### src/rtl/rgb_analyze_pkg.sv
// Shared definitions for the rgb_analyze register bank and statistics engine:
// register map, control/status bit positions, MIN/MAX packing and FSM encoding.
package rgb_analyze_pkg;

  localparam int unsigned FIELD_W = 10;

  localparam logic [7:0] OFS_CTRL      = 8'h00;
  localparam logic [7:0] OFS_STATUS    = 8'h04;
  localparam logic [7:0] OFS_FRAME_CNT = 8'h08;
  localparam logic [7:0] OFS_PIX_CNT   = 8'h0C;
  localparam logic [7:0] OFS_SUM_R     = 8'h10;
  localparam logic [7:0] OFS_SUM_G     = 8'h14;
  localparam logic [7:0] OFS_SUM_B     = 8'h18;
  localparam logic [7:0] OFS_MIN       = 8'h1C;
  localparam logic [7:0] OFS_MAX       = 8'h20;
  localparam logic [7:0] OFS_SCRATCH   = 8'h24;
  localparam logic [7:0] OFS_ID        = 8'h28;

  localparam int unsigned CTRL_EN_BIT      = 0;
  localparam int unsigned CTRL_ONESHOT_BIT = 1;
  localparam int unsigned STAT_DONE_BIT    = 0;
  localparam int unsigned STAT_BUSY_BIT    = 1;

  localparam logic [31:0] P_ID_DEFAULT = 32'h5247_4201;

  typedef enum logic [1:0] {
    ST_IDLE  = 2'd0,
    ST_ARMED = 2'd1,
    ST_RUN   = 2'd2
  } stat_state_e;

  // Committed per-frame results as seen by the register bank.
  typedef struct packed {
    logic [31:0] frame_cnt;
    logic [31:0] pix_cnt;
    logic [31:0] sum_r;
    logic [31:0] sum_g;
    logic [31:0] sum_b;
    logic [31:0] min_pk;
    logic [31:0] max_pk;
  } stat_regs_t;

  function automatic logic [31:0] pack_rgb(input logic [FIELD_W-1:0] r,
                                           input logic [FIELD_W-1:0] g,
                                           input logic [FIELD_W-1:0] b);
    return {2'b00, b, g, r};
  endfunction

  // Accumulators stick at all-ones instead of wrapping.
  function automatic logic [31:0] sat_add(input logic [31:0] a, input logic [31:0] b);
    logic [32:0] s;
    s = {1'b0, a} + {1'b0, b};
    return s[32] ? 32'hFFFF_FFFF : s[31:0];
  endfunction

endpackage

### src/rtl/rgb_stat_accum.sv
// Frame statistics engine: vs-edge driven FSM, per-frame accumulators and the
// committed result registers exposed to the register bank.
module rgb_stat_accum
  import rgb_analyze_pkg::*;
#(
  parameter int unsigned P_PIX_W = 8
) (
  input  logic               clk,
  input  logic               rst_n,
  input  logic               en_i,
  input  logic               oneshot_i,
  input  logic               vs_i,
  input  logic               de_i,
  input  logic [P_PIX_W-1:0] r_i,
  input  logic [P_PIX_W-1:0] g_i,
  input  logic [P_PIX_W-1:0] b_i,
  output logic               commit_c,
  output logic               busy_c,
  output stat_regs_t         stat_o
);

  stat_state_e state_q, state_d;
  logic        vs_q;
  logic        vs_edge;
  logic        clear_acc;
  logic        add_pix;
  logic [31:0] pix_cnt_q, pix_cnt_d;
  logic [31:0] sum_r_q, sum_r_d;
  logic [31:0] sum_g_q, sum_g_d;
  logic [31:0] sum_b_q, sum_b_d;
  logic [2:0][P_PIX_W-1:0] min_q, min_d;
  logic [2:0][P_PIX_W-1:0] max_q, max_d;
  logic [2:0][P_PIX_W-1:0] pix;
  stat_regs_t  stat_q, stat_d;

  assign vs_edge = vs_i & ~vs_q;
  assign pix     = {b_i, g_i, r_i};
  assign busy_c  = (state_q == ST_RUN);
  assign stat_o  = stat_q;

  always_comb begin
    state_d   = state_q;
    pix_cnt_d = pix_cnt_q;
    sum_r_d   = sum_r_q;
    sum_g_d   = sum_g_q;
    sum_b_d   = sum_b_q;
    min_d     = min_q;
    max_d     = max_q;
    stat_d    = stat_q;
    commit_c  = 1'b0;
    clear_acc = 1'b0;
    add_pix   = 1'b0;

    // Disable takes priority over any frame edge; the edge-cycle pixel is dropped.
    case (state_q)
      ST_IDLE:  if (en_i) state_d = ST_ARMED;
      ST_ARMED: begin
        if (!en_i) state_d = ST_IDLE;
        else if (vs_edge) begin
          state_d   = ST_RUN;
          clear_acc = 1'b1;
        end
      end
      ST_RUN: begin
        if (!en_i) state_d = ST_IDLE;
        else if (vs_edge) begin
          commit_c  = 1'b1;
          clear_acc = !oneshot_i;
          if (oneshot_i) state_d = ST_IDLE;
        end else if (de_i) add_pix = 1'b1;
      end
      default: state_d = ST_IDLE;
    endcase

    if (commit_c) begin
      stat_d.frame_cnt = stat_q.frame_cnt + 32'd1;
      stat_d.pix_cnt   = pix_cnt_q;
      stat_d.sum_r     = sum_r_q;
      stat_d.sum_g     = sum_g_q;
      stat_d.sum_b     = sum_b_q;
      stat_d.min_pk    = '0;
      stat_d.max_pk    = '0;
      if (pix_cnt_q != 32'd0) begin
        stat_d.min_pk = pack_rgb(FIELD_W'(min_q[0]), FIELD_W'(min_q[1]), FIELD_W'(min_q[2]));
        stat_d.max_pk = pack_rgb(FIELD_W'(max_q[0]), FIELD_W'(max_q[1]), FIELD_W'(max_q[2]));
      end
    end

    if (clear_acc) begin
      pix_cnt_d = '0;
      sum_r_d   = '0;
      sum_g_d   = '0;
      sum_b_d   = '0;
      min_d     = '1;
      max_d     = '0;
    end else if (add_pix) begin
      pix_cnt_d = sat_add(pix_cnt_q, 32'd1);
      sum_r_d   = sat_add(sum_r_q, 32'(r_i));
      sum_g_d   = sat_add(sum_g_q, 32'(g_i));
      sum_b_d   = sat_add(sum_b_q, 32'(b_i));
      for (int c = 0; c < 3; c++) begin
        if (pix[c] < min_q[c]) min_d[c] = pix[c];
        if (pix[c] > max_q[c]) max_d[c] = pix[c];
      end
    end
  end

  always_ff @(posedge clk or negedge rst_n) begin
    if (!rst_n) begin
      state_q   <= ST_IDLE;
      vs_q      <= 1'b0;
      pix_cnt_q <= '0;
      sum_r_q   <= '0;
      sum_g_q   <= '0;
      sum_b_q   <= '0;
      min_q     <= '0;
      max_q     <= '0;
      stat_q    <= '0;
    end else begin
      state_q   <= state_d;
      vs_q      <= vs_i;
      pix_cnt_q <= pix_cnt_d;
      sum_r_q   <= sum_r_d;
      sum_g_q   <= sum_g_d;
      sum_b_q   <= sum_b_d;
      min_q     <= min_d;
      max_q     <= max_d;
      stat_q    <= stat_d;
    end
  end

endmodule

### src/rtl/rgb_stat_regs.sv
// Register bank for rgb_analyze: local-bus decode, CTRL/STATUS/SCRATCH and a
// registered one-cycle read path over the committed frame statistics.
module rgb_stat_regs
  import rgb_analyze_pkg::*;
#(
  parameter int unsigned C_S_AXI_DATA_WIDTH = 32,
  parameter int unsigned C_S_AXI_ADDR_WIDTH = 32,
  parameter int unsigned P_PIX_W            = 8,
  parameter logic [31:0] P_ID               = P_ID_DEFAULT
) (
  input  logic                          S_AXI_ACLK,
  input  logic                          S_AXI_ARESETN,
  input  logic                          i_rx_dval,
  input  logic [C_S_AXI_ADDR_WIDTH-1:0] i_rx_addr,
  input  logic [C_S_AXI_DATA_WIDTH-1:0] i_rx_data,
  input  logic                          i_tx_req,
  input  logic [C_S_AXI_ADDR_WIDTH-1:0] i_tx_addr,
  output logic [C_S_AXI_DATA_WIDTH-1:0] o_tx_data,
  output logic                          o_tx_dval,
  input  logic                          i_vs,
  input  logic                          i_de,
  input  logic [P_PIX_W-1:0]            i_r,
  input  logic [P_PIX_W-1:0]            i_g,
  input  logic [P_PIX_W-1:0]            i_b
);

  localparam int unsigned DW = C_S_AXI_DATA_WIDTH;

  logic          ctrl_en_q, ctrl_en_d;
  logic          ctrl_os_q, ctrl_os_d;
  logic          done_q, done_d;
  logic [DW-1:0] scratch_q, scratch_d;
  logic [DW-1:0] rd_data_q, rd_data_d;
  logic          rd_dval_q;
  logic [7:0]    wr_ofs, rd_ofs;
  logic          wr_ctrl, wr_status, wr_scratch;
  logic [DW-1:0] ctrl_word, status_word;
  logic          commit_c, busy_c;
  stat_regs_t    stat;
  logic          unused_addr_bits;

  // Only byte-address bits [7:2] select a register; the rest alias.
  assign wr_ofs           = {i_rx_addr[7:2], 2'b00};
  assign rd_ofs           = {i_tx_addr[7:2], 2'b00};
  assign unused_addr_bits = ^{i_rx_addr[C_S_AXI_ADDR_WIDTH-1:8], i_rx_addr[1:0],
                              i_tx_addr[C_S_AXI_ADDR_WIDTH-1:8], i_tx_addr[1:0]};
  assign wr_ctrl          = i_rx_dval && (wr_ofs == OFS_CTRL);
  assign wr_status        = i_rx_dval && (wr_ofs == OFS_STATUS);
  assign wr_scratch       = i_rx_dval && (wr_ofs == OFS_SCRATCH);

  rgb_stat_accum #(.P_PIX_W(P_PIX_W)) u_accum (
    .clk       (S_AXI_ACLK),
    .rst_n     (S_AXI_ARESETN),
    .en_i      (ctrl_en_q),
    .oneshot_i (ctrl_os_q),
    .vs_i      (i_vs),
    .de_i      (i_de),
    .r_i       (i_r),
    .g_i       (i_g),
    .b_i       (i_b),
    .commit_c  (commit_c),
    .busy_c    (busy_c),
    .stat_o    (stat)
  );

  // A oneshot commit disarms CTRL unless a bus write lands in the same cycle.
  always_comb begin
    ctrl_en_d = ctrl_en_q;
    ctrl_os_d = ctrl_os_q;
    done_d    = done_q;
    scratch_d = scratch_q;
    if (commit_c && ctrl_os_q) begin
      ctrl_en_d = 1'b0;
      ctrl_os_d = 1'b0;
    end
    if (wr_ctrl) begin
      ctrl_en_d = i_rx_data[CTRL_EN_BIT];
      ctrl_os_d = i_rx_data[CTRL_ONESHOT_BIT];
    end
    if (wr_status && i_rx_data[STAT_DONE_BIT]) done_d = 1'b0;
    if (commit_c) done_d = 1'b1;
    if (wr_scratch) scratch_d = i_rx_data;
  end

  always_comb begin
    ctrl_word                     = '0;
    ctrl_word[CTRL_EN_BIT]        = ctrl_en_q;
    ctrl_word[CTRL_ONESHOT_BIT]   = ctrl_os_q;
    status_word                   = '0;
    status_word[STAT_DONE_BIT]    = done_q;
    status_word[STAT_BUSY_BIT]    = busy_c;
    rd_data_d                     = rd_data_q;
    if (i_tx_req) begin
      case (rd_ofs)
        OFS_CTRL:      rd_data_d = ctrl_word;
        OFS_STATUS:    rd_data_d = status_word;
        OFS_FRAME_CNT: rd_data_d = DW'(stat.frame_cnt);
        OFS_PIX_CNT:   rd_data_d = DW'(stat.pix_cnt);
        OFS_SUM_R:     rd_data_d = DW'(stat.sum_r);
        OFS_SUM_G:     rd_data_d = DW'(stat.sum_g);
        OFS_SUM_B:     rd_data_d = DW'(stat.sum_b);
        OFS_MIN:       rd_data_d = DW'(stat.min_pk);
        OFS_MAX:       rd_data_d = DW'(stat.max_pk);
        OFS_SCRATCH:   rd_data_d = scratch_q;
        OFS_ID:        rd_data_d = DW'(P_ID);
        default:       rd_data_d = '0;
      endcase
    end
  end

  always_ff @(posedge S_AXI_ACLK or negedge S_AXI_ARESETN) begin
    if (!S_AXI_ARESETN) begin
      ctrl_en_q <= 1'b0;
      ctrl_os_q <= 1'b0;
      done_q    <= 1'b0;
      scratch_q <= '0;
      rd_data_q <= '0;
      rd_dval_q <= 1'b0;
    end else begin
      ctrl_en_q <= ctrl_en_d;
      ctrl_os_q <= ctrl_os_d;
      done_q    <= done_d;
      scratch_q <= scratch_d;
      rd_data_q <= rd_data_d;
      rd_dval_q <= i_tx_req;
    end
  end

  assign o_tx_data = rd_data_q;
  assign o_tx_dval = rd_dval_q;

endmodule

### config.mk
export PLATFORM = sky130hd
export DESIGN_NAME = rgb_stat_regs
export DESIGN_NICKNAME = d
export VERILOG_FILES = /design/src/rtl/rgb_analyze_pkg.sv /design/src/rtl/rgb_stat_accum.sv /design/src/rtl/rgb_stat_regs.sv
export SDC_FILE = /design/constraint.sdc
export NUM_CORES = 1
export LEC_CHECK = 0
export CORE_ASPECT_RATIO = 1.4
export CORE_MARGIN = 4
export CORE_UTILIZATION = 40
export DETAILED_ROUTE_END_ITERATION = 6
export DONT_BUFFER_PORTS = 1
export PLACE_DENSITY = 0.58
export SLEW_MARGIN = 20
export SYNTH_ARGS = -nofsm -noshare
export SYNTH_HDL_FRONTEND = slang
export SYNTH_SLANG_ARGS = --single-unit
### constraint.sdc
create_clock -name S_AXI_ACLK -period 2.6 [get_ports S_AXI_ACLK]
set_clock_uncertainty 0.2 [all_clocks]
set_input_delay 0.78 -clock S_AXI_ACLK [delete_from_list [all_inputs] [get_ports S_AXI_ACLK]]
set_output_delay 0.78 -clock S_AXI_ACLK [all_outputs]
set_load 0.05 [all_outputs]
# Word level (Yosys, flattened, before mapping)
# Index checks and enable logic that the tools add are counted.
totals:
  ff_bits: 471
  output_inout_bits: 33
  word_cells: 128
classes:
  add_sub_neg: 5
  magnitude_cmp: 6
  n_eq_ne: 18
  n_mux: 46
  bitwise_logic: 2
  reduce_logical: 26
op_table:
  columns: ["op", "count"]
  rows:
  - ["32-bit 2-to-1 mux", 12]
  - ["32-bit one-hot mux with 11 select lines", 1]
  - ["32-bit by 8-bit adder with 33-bit output", 3]
  - ["24-bit 2-to-1 mux", 4]
  - ["60-bit 2-to-1 mux", 1]
  - ["8-bit 2-to-1 mux", 6]
  - ["32-bit by 1-bit adder with 33-bit output (second input constant)", 1]
  - ["32-bit by 1-bit adder with 32-bit output (second input constant)", 1]
  - ["32-bit nonzero test", 1]
  - ["6-bit by 3-bit equality test with 1-bit output (second input constant)", 4]
  - ["6-bit by 4-bit equality test with 1-bit output (second input constant)", 4]
  - ["8-bit > comparator", 3]
  - ["8-bit less-than comparator", 3]
  - ["2-bit nonzero test", 9]
  - ["8-bit zero test", 2]
  - ["1-bit 2-to-1 mux", 14]
  - ["6-bit by 1-bit equality test with 1-bit output (second input constant)", 2]
  - ["6-bit by 2-bit equality test with 1-bit output (second input constant)", 2]
  - ["2-bit 2-to-1 mux", 6]
  - ["2-bit AND reduction", 6]
  - ["3-bit by 2-bit inequality test with 1-bit output (second input constant)", 2]
  - ["2-bit one-hot mux with 3 select lines", 1]
  - ["1-bit logical AND", 5]
  - ["4-bit AND reduction", 1]
  - ["9 further kinds", 9]

# Logic depth before layout (Yosys ltp)
# Gate-level depths: netlist (run 1).
logic_depth:
  word_depth: 8
  ltp_mapped: 10
  depth_no_buf: 8

# By module
# From an unflattened synthesis (run 1), not the netlist that was laid out.
hier_totals:
  hier_cells: 2409
  area_unflattened_um2: 23540.1
modules_own_cells:
  columns: ["module", "n_inst", "cells_each", "area_each_um2", "seq_area_each_um2"]
  rows:
  - ["rgb_stat_accum", 1, 2003, 19055.8, 9684.3]
  - ["rgb_stat_regs", 1, 406, 4484.3, 1701.6]

# Least setup slack after synthesis (run 1)
# OpenSTA, ideal clock, no wires.
synth_path:
  path_kind: "input port to flip-flop"
  start: "in i_r[0]"
  end: "reg u_accum.sum_r_q[22]"
  t_arrival_ns: 2.742
  slack_ns: -0.474
  path_stages: 9
  n_path_buf: 1
  path_cell_list: "ha_1 fa_1 a211oi_1 o21ai_1 o2111ai_1 clkbuf_1 nand2_1 mux2i_1 nor2_1"
synth_between:
  elab_chain_cells: 4
synth_rtl:
  columns: ["item", "line", "source"]
  rows:
  - ["start: declaration", "rgb_stat_regs.sv:22", "input logic [P_PIX_W-1:0] i_r,"]
  - ["32-bit by 8-bit adder with 33-bit output", "rgb_analyze_pkg.sv:52", "s = {1'b0, a} + {1'b0, b};"]
  - ["32-bit 2-to-1 mux", "rgb_analyze_pkg.sv:53", "return s[32] ? 32'hFFFF_FFFF : s[31:0];"]
  - ["32-bit 2-to-1 mux", "rgb_stat_accum.sv:96", "end else if (add_pix) begin"]
  - ["32-bit 2-to-1 mux", "rgb_stat_accum.sv:89", "if (clear_acc) begin"]
  - ["end signal: assignment", "rgb_stat_accum.sv:123", "sum_r_q <= sum_r_d;"]
  - ["end: declaration", "rgb_stat_accum.sv:28", "logic [31:0] sum_r_q, sum_r_d;"]
# No other way between the ends. The select of a mux whose other input is x is not followed.
# A chain may end at the register's enable or synchronous reset.

# Worst setup path after layout (run 1)
layout_path:
  start: "reg u_accum.sum_r_q[0]"
  end: "reg u_accum.sum_r_q[10]"
layout_between:
  elab_chain_cells: 4
layout_rtl:
  columns: ["item", "line"]
  rows:
  - ["32-bit by 8-bit adder with 33-bit output", "rgb_analyze_pkg.sv:52"]
  - ["32-bit 2-to-1 mux", "rgb_analyze_pkg.sv:53"]
  - ["32-bit 2-to-1 mux", "rgb_stat_accum.sv:96"]
  - ["32-bit 2-to-1 mux", "rgb_stat_accum.sv:89"]
# No other way between the ends. The select of a mux whose other input is x is not followed.

==> flow_metrics.env, run 1 <==
export IMPL_worstPathCellList="ha_4 > fa_2 > a211oi_4 > o21ai_4 > o21ai_4 > buf_4 > o21ai_1 > a32o_1"
export IMPL_seqPwrFrac=0.451
export IMPL_worst_r2r_endpoint="u_accum.sum_r_q[10]"
export IMPL_clock_tree_buffer_depth=3
export IMPL_p_int_mw=13.51
export IMPL_crit_fanout=5
export IMPL_cts_inserted_buffers=46
export IMPL_number_of_enable_flip_flop_cells_after_synthesis=0
export IMPL_route_antenna_remaining_nets=0
export IMPL_floorplan_initialDensity=0.4052
export IMPL_synth_avg_cell_area_um2=9.603
export IMPL_cts_tree="done"
export IMPL_p_leak_nw=12.97
export IMPL_layout_min_cycle_time_ns=2.611
export IMPL_detailed_place_hpwl_um=57420
export IMPL_worstSkewPairLatency_ns=0.57
export IMPL_max_clock_freq_ghz=0.3829
export IMPL_viasPerCell=5.878
export IMPL_synth_seq_cells=455
export IMPL_switching_share=0.2907
export IMPL_max_cap_violations=0
export IMPL_timing_final_hold_violations=309
export IMPL_grt_first_pass_wirelength_um=119000
export IMPL_min_delay_path_class="primary input to async pin"
export IMPL_ys_async_sr_fraction=1.000
export IMPL_number_of_filler_cells_placed_in_the_layout=5214
export IMPL_drt_iter0_markers=1645
export IMPL_critical_path_slowest_cell="dfrtp_1"
export IMPL_fp_dieH_um=291.3
export IMPL_cp_start_kind="register"
export IMPL_clock_tree_htree_level_count=2
export IMPL_post_place_cells=3236
export IMPL_fp_dieArea_mm2=0.06126
export IMPL_dr_total_vias=19579
export IMPL_clkSinkCount=455
export IMPL_mostFrequentLayoutCells="nand2_1 (514), dfrtp_1 (454), buf_4 (231)"
export IMPL_worst_r2r_path_depth=8
export IMPL_p_switching_mw=5.535
export IMPL_run_status="finished, violations left"
export IMPL_hold_ws_ns=-0.2918
export IMPL_failed_checks="negative hold slack, max-slew violations, negative setup slack"
export IMPL_dominantRegCellSynth="dfrtp_1"
export IMPL_num_io_pins=159
export IMPL_critical_path_max_stage_delay_ns=0.41
export IMPL_grtUsageTotal=0.2487
export IMPL_diodes=0
export IMPL_worstSetupPathType="register to register"
export IMPL_tightestPinTransition_ns=1.558
export IMPL_power_ir_vdd_worst_v=0.0005030
export IMPL_worst_endpoint_arrival_ns=2.86
export IMPL_rsz0062_at_grt="yes"
export IMPL_worst_setup_hold_path_clk_slew_ns=0.07
export IMPL_fin_util=0.4925
export IMPL_globalRouteOverflowTotal=0
export IMPL_final_cell_count_no_fill=3331
export IMPL_max_slew_margin=-0.03851
export IMPL_ys_types=82
export IMPL_avg_wl_per_cell_um=23.67
export IMPL_power_frac_clock=0.363
export IMPL_period_share=1.004
export IMPL_drive_gt1_frac=0.1884
export IMPL_powerDensity_mw_per_mm2=683.3
export IMPL_grt_antenna_before_repair=1
export IMPL_finish_net_count=2765
export IMPL_post_synth_instance_area_mm2=0.02292
export IMPL_mostFrequentLayoutCell="nand2_1"
export IMPL_reg2reg_from="u_accum.sum_r_q[0]"
export IMPL_die_width_um=210.3
export IMPL_synth_warning_count=0
export IMPL_mappedNetlistNets=2591
export IMPL_remaining_design_rule_violation_count=0
export IMPL_post_dp_cell_area_mm2=0.02593
export IMPL_worst_endpoint_required_ns=2.85
export IMPL_detail_route_first_pass_iterations=7
export IMPL_port_buffers=0
export IMPL_core_area_mm2=0.05658
export IMPL_final_cell_area_mm2=0.02787
export IMPL_maxSlewViolCount=87
export IMPL_setup_viol=4
export IMPL_pre_cts_slack_ns=-0.4965
export IMPL_row_count=103
export IMPL_gp_congestion=0.9203
export IMPL_proportion_of_synthesized_chip_area_in_sequential_cells=0.4967
export IMPL_finalWirelength_um=78840
export IMPL_combPwrFrac=0.186
export IMPL_syn_instance_count=2387
export IMPL_rrSetupSlack_ns=-0.01
export IMPL_postLayoutSetupSlackWorst_ns=-0.01148
export IMPL_cp_end_kind="register"
export IMPL_area_delta_synth_final_pct=21.56
export IMPL_cp_common_cell="o21ai_4"
export IMPL_grt_max_degree=456
export IMPL_first_global_vias=19669
export IMPL_clock_root_buffer="clkbuf_16"
power by group through the flow:
stage                     clock network (mW)  logic [mW]  registers (mW)
after global placement                     0        3.20            8.68
after CTS                               7.05        3.40            8.57
final                                   6.92        3.54            8.59
after global routing                    7.27        3.89            8.65
after floorplan                            0        2.24            8.42
after detailed placement                   0        3.33            8.70
layer usage:
metal,wire length [um],global-route usage,share of wire
met1,30660,0.2988,0.39
met5,13,0,0.00016
met3,4163,0.03266,0.053
met2,39490,0.4354,0.50
met4,4503,0.1253,0.057
worst max-delay path: cells and delay by family (launching register included):
kind,cells,cell delay (ns)
DFF,1,0.41
adders and majority gates,2,0.55
AOI/OAI and AO/OA,5,1.12
buffers and inverters,1,0.19
registers in the layout, summed over array words and instances, names as in the netlist:
name / cells
u_accum.stat_o: 208
o_tx_dval: 1
u_accum.state_q: 2
u_accum.min_q: 24
u_accum.sum_g_q: 32
scratch_q: 32
u_accum.vs_q: 1
ctrl_en_q: 1
u_accum.pix_cnt_q: 32
u_accum.sum_r_q: 32
done_q: 1
o_tx_data: 32
u_accum.max_q: 24
u_accum.sum_b_q: 32
ctrl_os_q: 1
area by class of cell:
class                      instances  area [um^2]  share of cell area
timing repair buffer             256         2205             0.07912
multi-input combinational       1709        11460              0.4114
clock inverter                    13        148.9            0.005343
clock buffer                      70         1393             0.04998
inverter                          93        349.1             0.01253
sequential                       455        11390              0.4086
tap                              735        919.6             0.03300
cell families after synthesis:
kind of cell / after synthesis / share of synthesized area
buffers and inverters: 223 / 0.03892
AOI/OAI and AO/OA: 540 / 0.1736
and+or+nand+nor: 964 / 0.1925
muxes: 79 / 0.03646
adders and majority gates: 78 / 0.04356
DFF: 455 / 0.4967
xor gates and xnor gates: 48 / 0.01834
synthesized netlist by cell type (7+ instances only):
master / count / share of area
o21a_1: 14 / 0.0046
mux2i_1: 43 / 0.019
nand2_1: 518 / 0.085
or4_1: 10 / 0.0033
nor4_1: 24 / 0.0065
or3_1: 7 / 0.0019
a31oi_1: 39 / 0.011
clkbuf_1: 97 / 0.016
and4_1: 20 / 0.0076
inv_1: 93 / 0.015
a211oi_1: 21 / 0.0069
nand2b_1: 12 / 0.0033
mux2_2: 36 / 0.018
nor2b_1: 13 / 0.0035
a211o_1: 10 / 0.0038
nand3_1: 88 / 0.019
a21o_1: 25 / 0.0082
xor2_1: 15 / 0.0057
nand4_1: 39 / 0.011
a222oi_1: 15 / 0.0065
nor2_1: 131 / 0.021
buf_1: 14 / 0.0023
o21ai_0: 69 / 0.015
ha_1: 75 / 0.041
a21oi_1: 78 / 0.017
o311ai_0: 8 / 0.0031
nor3_1: 35 / 0.0076
a221oi_1: 47 / 0.018
xnor2_1: 33 / 0.013
and3_1: 28 / 0.0076
a41oi_1: 16 / 0.0061
o211ai_1: 51 / 0.017
a22o_1: 82 / 0.031
buf_2: 12 / 0.0026
and2_1: 8 / 0.0022
dfrtp_1: 455 / 0.50
how the worst max path moves through the flow:
stage / startpoint / to
after floorplan: i_b[0] / u_accum.sum_b_q[12]
after global placement: i_b[1] / u_accum.sum_b_q[31]
after detailed placement: i_b[1] / u_accum.sum_b_q[21]
after CTS: u_accum.sum_b_q[0] / u_accum.sum_b_q[13]
after global routing: u_accum.state_q[0] / u_accum.stat_o[213]
final: u_accum.sum_r_q[0] / u_accum.sum_r_q[10]
timing repair:
item / 4_1_cts / 5_1_grt
pin swaps: 3 / 13
buffers inserted: 4 / 8
hold endpoints to repair: 455 / 455
gates resized for setup: 12 / 42
endpoints found under the setup margin: 85 / 85
metrics by stage:
step	power [mW]	hold WS [ns]	TNS, ns
detailed placement	12.03	0.2607	-31.50
floorplan	10.66	0.2415	-1.775
global placement	11.88	0.2569	-27.98
global route	19.81	-0.3078	-0.6432
CTS	19.03	-0.3168	0
finish	19.04	-0.2918	-0.01785
Note: power is estimated with default switching activity, not from simulation.
==> run 2: changes to the inputs <==
--- a/config.mk
+++ b/config.mk
@@ -11,6 +11,7 @@
 export DETAILED_ROUTE_END_ITERATION = 6
 export DONT_BUFFER_PORTS = 1
 export PLACE_DENSITY = 0.58
+export SETUP_SLACK_MARGIN = 0.3
 export SLEW_MARGIN = 20
 export SYNTH_ARGS = -nofsm -noshare
 export SYNTH_HDL_FRONTEND = slang
==> run 2 against run 1 <==
Effect of this change:
- the run ends with negative hold slack, max-slew violations left
- sequential power barely moved
- power rose by 4.6%
- worst hold slack improved by 0.038 ns
- combinational power rose by 21%
- critical path type unchanged
- critical endpoint is now u_accum.sum_g_q[18]
==> flow_metrics.env, run 2 (synthesis results as in run 1) <==
export IMPL_run_status="finished, violations left"
export IMPL_failed_checks="negative hold slack, max-slew violations"
export IMPL_globalRouteOverflowTotal=0
export IMPL_number_of_filler_cells_placed_in_the_layout=5000
export IMPL_max_slew_margin=-0.9168
export IMPL_die_width_um=210.3
export IMPL_final_cell_count_no_fill=3438
export IMPL_rsz0062_at_grt="yes"
export IMPL_fp_dieArea_mm2=0.06126
export IMPL_route_antenna_remaining_nets=0
export IMPL_routedLengthMet1_um=32720
export IMPL_maxSlewViolCount=328
export IMPL_cp_start_kind="register"
export IMPL_avg_wl_per_cell_um=24.39
export IMPL_worstSkewPairLatency_ns=0.60
export IMPL_first_global_vias=20141
export IMPL_worst_endpoint_required_ns=2.85
export IMPL_setup_viol=0
export IMPL_grt_first_pass_wirelength_um=124000
export IMPL_mostFrequentLayoutCell="nand2_1"
export IMPL_crit_fanout=8
export IMPL_worstSetupPathType="register to register"
export IMPL_port_buffers=0
export IMPL_detailed_place_hpwl_um=56950
export IMPL_clock_tree_htree_level_count=2
export IMPL_tightestPinTransition_ns=2.875
export IMPL_period_share=0.9923
export IMPL_num_io_pins=159
export IMPL_timing_final_hold_violations=119
export IMPL_dr_total_vias=20227
export IMPL_cts_inserted_buffers=47
export IMPL_p_total_mw=19.91
export IMPL_fp_dieH_um=291.3
export IMPL_met3RoutedLength_um=4665
export IMPL_core_area_mm2=0.05658
export IMPL_powerDensity_mw_per_mm2=656.7
export IMPL_post_place_cells=3227
export IMPL_finalWirelength_um=83840
export IMPL_detail_route_first_pass_iterations=7
export IMPL_hold_ws_ns=-0.2537
export IMPL_multi_input_comb_area_mm2=0.01257
export IMPL_worst_endpoint_arrival_ns=2.83
export IMPL_clock_tree_buffer_depth=3
export IMPL_regArea_mm2=0.01140
export IMPL_drt_iter0_markers=1638
export IMPL_p_leak_nw=14.04
export IMPL_finish_net_count=2868
export IMPL_number_of_flip_flops_under_the_largest_register_name=208
export IMPL_worst_setup_hold_path_clk_slew_ns=0.07
export IMPL_clkSinkCount=455
export IMPL_mostFrequentLayoutCells="nand2_1 (484), dfrtp_1 (442), buf_4 (259)"
export IMPL_max_clock_freq_ghz=0.3876
export IMPL_rrSetupSlack_ns=0.02
export IMPL_power_ir_vdd_worst_v=0.0004410
export IMPL_layout_min_cycle_time_ns=2.580
export IMPL_area_delta_synth_final_pct=32.26
export IMPL_grt_antenna_before_repair=0
export IMPL_min_delay_path_class="primary input to async pin"
export IMPL_drive_gt1_frac=0.2841
export IMPL_row_count=103
export IMPL_max_cap_violations=0
export IMPL_remaining_design_rule_violation_count=0
export IMPL_cts_tree="done"
export IMPL_ctsHoldBuffers=2
export IMPL_routed_wl_met2_um=41930
export IMPL_highest_layer="met4"
export IMPL_viasPerCell=5.883
export IMPL_clock_root_buffer="clkbuf_16"
export IMPL_cp_end_kind="register"
export IMPL_floorplan_initialDensity=0.4052
export IMPL_diodes=0
export IMPL_grtUsageTotal=0.2609
export IMPL_gp_congestion=0.9462
export IMPL_grt_max_degree=456
run 2: cell count changes in the layout (fill, tap and decap cells not counted), sizes merged:
cell and change:
buf +95, clkinv +6, clkbuf +3, dlygate4sd3 +2, nand2 +1
run 2: per-stage QoR:
step           setup WS [ns]  utilization  cell area [um^2]  setup TNS [ns]
4_1_cts              0.06911       0.5165             29220               0
5_1_grt             -0.01921       0.5359             30320        -0.09823
6_report             0.01998       0.5359             30320               0
2_1_floorplan        -0.1271            -             24030          -1.774
3_5_place_dp         -0.3804       0.4657             26350          -25.22
3_3_place_gp         -0.3645       0.4657             26350          -21.87
run 2: what timing repair did:
action | in CTS | in global routing
resized for setup | 148 | 136
pin swaps | 64 | 95
gates cloned | 5 | 5
endpoints found under the hold margin | 457 | 455
setup buffers | 58 | 53
setup endpoints to repair | 272 | 234
run 2: critical path, cell delays in order, from the launching register on:
cell,delay [ns]
dfrtp_1,0.42
ha_4,0.20
fa_2,0.37
a211oi_4,0.29
o21a_2,0.25
a21oi_4,0.14
buf_6,0.16
nand3_4,0.14
buf_12,0.16
o211ai_1,0.09
run 2: per-layer routing:
layer  vias up  track usage
met4         0       0.1135
met2       722       0.4513
li1       9187            -
met1     10133       0.3249
met5         -            0
met3       185      0.03644
run 2: area by class of cell:
type,instances,area share
Multi-Input combinational cell,1710,0.4146
Sequential cell,455,0.3761
Tap cell,735,0.03033
Timing Repair Buffer,357,0.1150
Inverter,93,0.01151
Clock inverter,19,0.006273
Clock buffer,69,0.04622
run 2: power breakdown:
| part | switching (mW) | total (mW) | internal [mW] | leakage (nW) |
|---|---|---|---|---|
| combinational | 2.08 | 4.28 | 2.21 | 7.15 |
| clock | 3.00 | 7.05 | 4.05 | 0.791 |
| sequential | 0.802 | 8.58 | 7.78 | 6.09 |
| total | 5.87 | 19.9 | 14.0 | 14.0 |
run 2: worst paths after layout:
kind | from | endpoint | cells after the start
setup / recovery | u_accum.sum_g_q[0] | u_accum.sum_g_q[18] | 9
hold / removal | S_AXI_ARESETN | u_accum.pix_cnt_q[28] | 0
setup reg to reg | u_accum.sum_g_q[0] | u_accum.sum_g_q[18] | 9
hold reg to reg | u_accum.stat_o[84] | u_accum.stat_o[84] | 2
max in group asynchronous | S_AXI_ARESETN | u_accum.sum_b_q[17] | 0
min in group S_AXI_ACLK | i_tx_req | o_tx_data[19] | 1
==> run 3: changes to the inputs <==
--- a/config.mk
+++ b/config.mk
@@ -10,9 +10,9 @@
 export CORE_UTILIZATION = 40
 export DETAILED_ROUTE_END_ITERATION = 6
 export DONT_BUFFER_PORTS = 1
+export MAX_ROUTING_LAYER = met4
 export PLACE_DENSITY = 0.58
 export SETUP_SLACK_MARGIN = 0.3
-export SLEW_MARGIN = 20
 export SYNTH_ARGS = -nofsm -noshare
 export SYNTH_HDL_FRONTEND = slang
 export SYNTH_SLANG_ARGS = --single-unit
==> run 3 against run 2 <==
Effect of this change:
- clock power down 4.0%
- the flow still finishes with violations (negative hold slack, max-slew violations)
- combinational power about the same
- final cell count is 0.81% lower
- maximum frequency up 2.2%
- count of clock-buffer cells in the layout decreased by 5
- critical path type unchanged
- via count down 0.50%
- final area down 1.8%
==> flow_metrics.env, run 3 (synthesis results as in run 1) <==
export IMPL_run_status="finished, violations left"
export IMPL_failed_checks="negative hold slack, max-slew violations"
export IMPL_drt_iter0_markers=1730
export IMPL_core_area_mm2=0.05658
export IMPL_cp_start_kind="register"
export IMPL_row_count=103
export IMPL_number_of_flip_flops_under_the_largest_register_name=208
export IMPL_p_leak_nw=13.81
export IMPL_rsz0062_at_grt="yes"
export IMPL_worstSkewPairLatency_ns=0.60
export IMPL_area_delta_synth_final_pct=29.84
export IMPL_cts_tree="done"
export IMPL_maxSlewViolCount=338
export IMPL_timing_final_hold_violations=102
export IMPL_clock_tree_htree_level_count=2
export IMPL_ctsHoldBuffers=2
export IMPL_finalWirelength_um=83260
export IMPL_worst_r2r_endpoint="u_accum.sum_g_q[29]"
export IMPL_worst_r2r_path_depth=10
export IMPL_worstSetupPathType="register to register"
export IMPL_remaining_design_rule_violation_count=0
export IMPL_grt_first_pass_wirelength_um=124300
export IMPL_layout_min_cycle_time_ns=2.525
export IMPL_rrSetupSlack_ns=0.07
export IMPL_max_slew_margin=-0.6974
export IMPL_tightestPinTransition_ns=2.546
export IMPL_first_global_vias=20286
export IMPL_floorplan_initialDensity=0.4052
export IMPL_worstSetupEndpoint="u_accum.sum_g_q[29]"
export IMPL_drive_gt1_frac=0.2609
export IMPL_hold_ws_ns=-0.2446
export IMPL_reg2reg_from="u_accum.sum_g_q[0]"
export IMPL_worst_setup_hold_path_clk_slew_ns=0.06
export IMPL_crit_fanout=3
export IMPL_max_cap_violations=0
export IMPL_clock_root_buffer="clkbuf_16"
export IMPL_diodes=0
export IMPL_globalRouteOverflowTotal=0
export IMPL_fin_util=0.5261
export IMPL_fp_dieArea_mm2=0.06126
export IMPL_route_antenna_remaining_nets=0
export IMPL_number_of_filler_cells_placed_in_the_layout=5028
export IMPL_dr_total_vias=20125
export IMPL_worst_endpoint_arrival_ns=2.80
export IMPL_worst_endpoint_required_ns=2.87
export IMPL_pre_cts_slack_ns=-0.4122
export IMPL_clkSinkCount=455
export IMPL_detail_route_first_pass_iterations=6
export IMPL_cp_end_kind="register"
export IMPL_fp_dieH_um=291.3
export IMPL_clock_tree_buffer_depth=3
export IMPL_port_buffers=0
export IMPL_postLayoutSetupSlackWorst_ns=0.07459
export IMPL_powerDensity_mw_per_mm2=658.9
export IMPL_cts_inserted_buffers=48
export IMPL_grt_antenna_before_repair=0
export IMPL_num_io_pins=159
export IMPL_gp_congestion=0.9361
export IMPL_die_width_um=210.3
export IMPL_setup_tns_ns=0
export IMPL_min_delay_path_class="primary input to async pin"
export IMPL_period_share=0.9713
export IMPL_viasPerCell=5.902
export IMPL_setup_viol=0
export IMPL_power_ir_vdd_worst_v=0.0004851
export IMPL_grtUsageTotal=0.2688
export IMPL_max_clock_freq_ghz=0.3960
export IMPL_avg_wl_per_cell_um=24.42
export IMPL_mostFrequentLayoutCells="nand2_1 (504), dfrtp_1 (437), buf_4 (246)"
export IMPL_setup_worst_path_start="u_accum.sum_g_q[0]"
export IMPL_mostFrequentLayoutCell="nand2_1"
export IMPL_finish_net_count=2849
export IMPL_detailed_place_hpwl_um=56660
export IMPL_grt_max_degree=456
==> run 3: cell count changes in the layout (fill, tap and decap cells not counted), moves of 5 or more <==
cell and delta:
dfrtp_2 +5, dfrtp_1 -5, buf_6 -8, nor2_2 -7
nor2_1 +6, nand2_2 -15, nand2_1 +20, buf_4 -13
==> run 3: per-stage QoR <==
| stage | cell area, um^2 | instances | hold slack (ns) | total power, mW |
|---|---|---|---|---|
| 4_1_cts | 28920 | 3369 | -0.2893 | 19.43 |
| 2_1_floorplan | 24030 | 2387 | 0.2415 | 10.82 |
| 5_1_grt | 29760 | 3410 | -0.2890 | 20.44 |
| 3_3_place_gp | 26340 | 3226 | 0.2580 | 11.96 |
| 3_5_place_dp | 26340 | 3226 | 0.2612 | 12.11 |
| 6_report | 29760 | 3410 | -0.2446 | 19.61 |
==> run 3: worst min path at each step <==
stage | start | endpoint | depth (start not counted)
after floorplan | u_accum.stat_o[223] | u_accum.stat_o[223] | 1
after global placement | u_accum.stat_o[101] | u_accum.stat_o[101] | 2
after detailed placement | u_accum.stat_o[223] | u_accum.stat_o[223] | 1
after CTS | S_AXI_ARESETN | u_accum.sum_b_q[8] | 0
after global routing | S_AXI_ARESETN | u_accum.sum_b_q[8] | 0
final | S_AXI_ARESETN | u_accum.sum_b_q[30] | 0
==> run 3: timing repair <==
| item | 4_1_cts | 5_1_grt |
|---|---|---|
| setup buffers | 56 | 31 |
| endpoints found under the setup margin | 215 | 194 |
| cloned | 5 | 10 |
| endpoints found under the hold margin | 457 | 455 |
| gates resized for setup | 115 | 95 |
| pin swaps | 48 | 52 |
==> run 3: power by group <==
| group | total (mW) | switching [mW] | internal, mW |
|---|---|---|---|
| Sequential | 8.56 | 0.781 | 7.78 |
| Combinational | 4.27 | 2.07 | 2.20 |
| Clock | 6.77 | 2.98 | 3.79 |
==> run 3: final cells by class <==
cell class / instances / area [um^2] / area share
repair buffers: 335 / 3274 / 0.1100
clock buffers: 64 / 1373 / 0.04612
flip-flops and latches: 455 / 11410 / 0.3833
multi-input cells: 1712 / 12310 / 0.4137
well taps: 735 / 919.6 / 0.03090
clock inverters: 16 / 127.6 / 0.004288
inverters: 93 / 349.1 / 0.01173
==> run 3: critical path, cell delays in order, from the launching register on <==
cell      delay, ns
dfrtp_1        0.41
ha_4           0.18
buf_4          0.14
a211oi_4       0.26
o21bai_4       0.10
a211oi_2       0.19
buf_4          0.19
nor4_4         0.07
buf_4          0.15
and4b_1        0.17
or3_1          0.34
==> run 3: layer usage <==
metal	track usage	up-vias	part of all wire
li1	-	9146	-
met1	0.3220	10091	0.38
met2	0.4565	674	0.51
met3	0.03579	214	0.059
met4	0.1118	0	0.052
met5	-	-	0
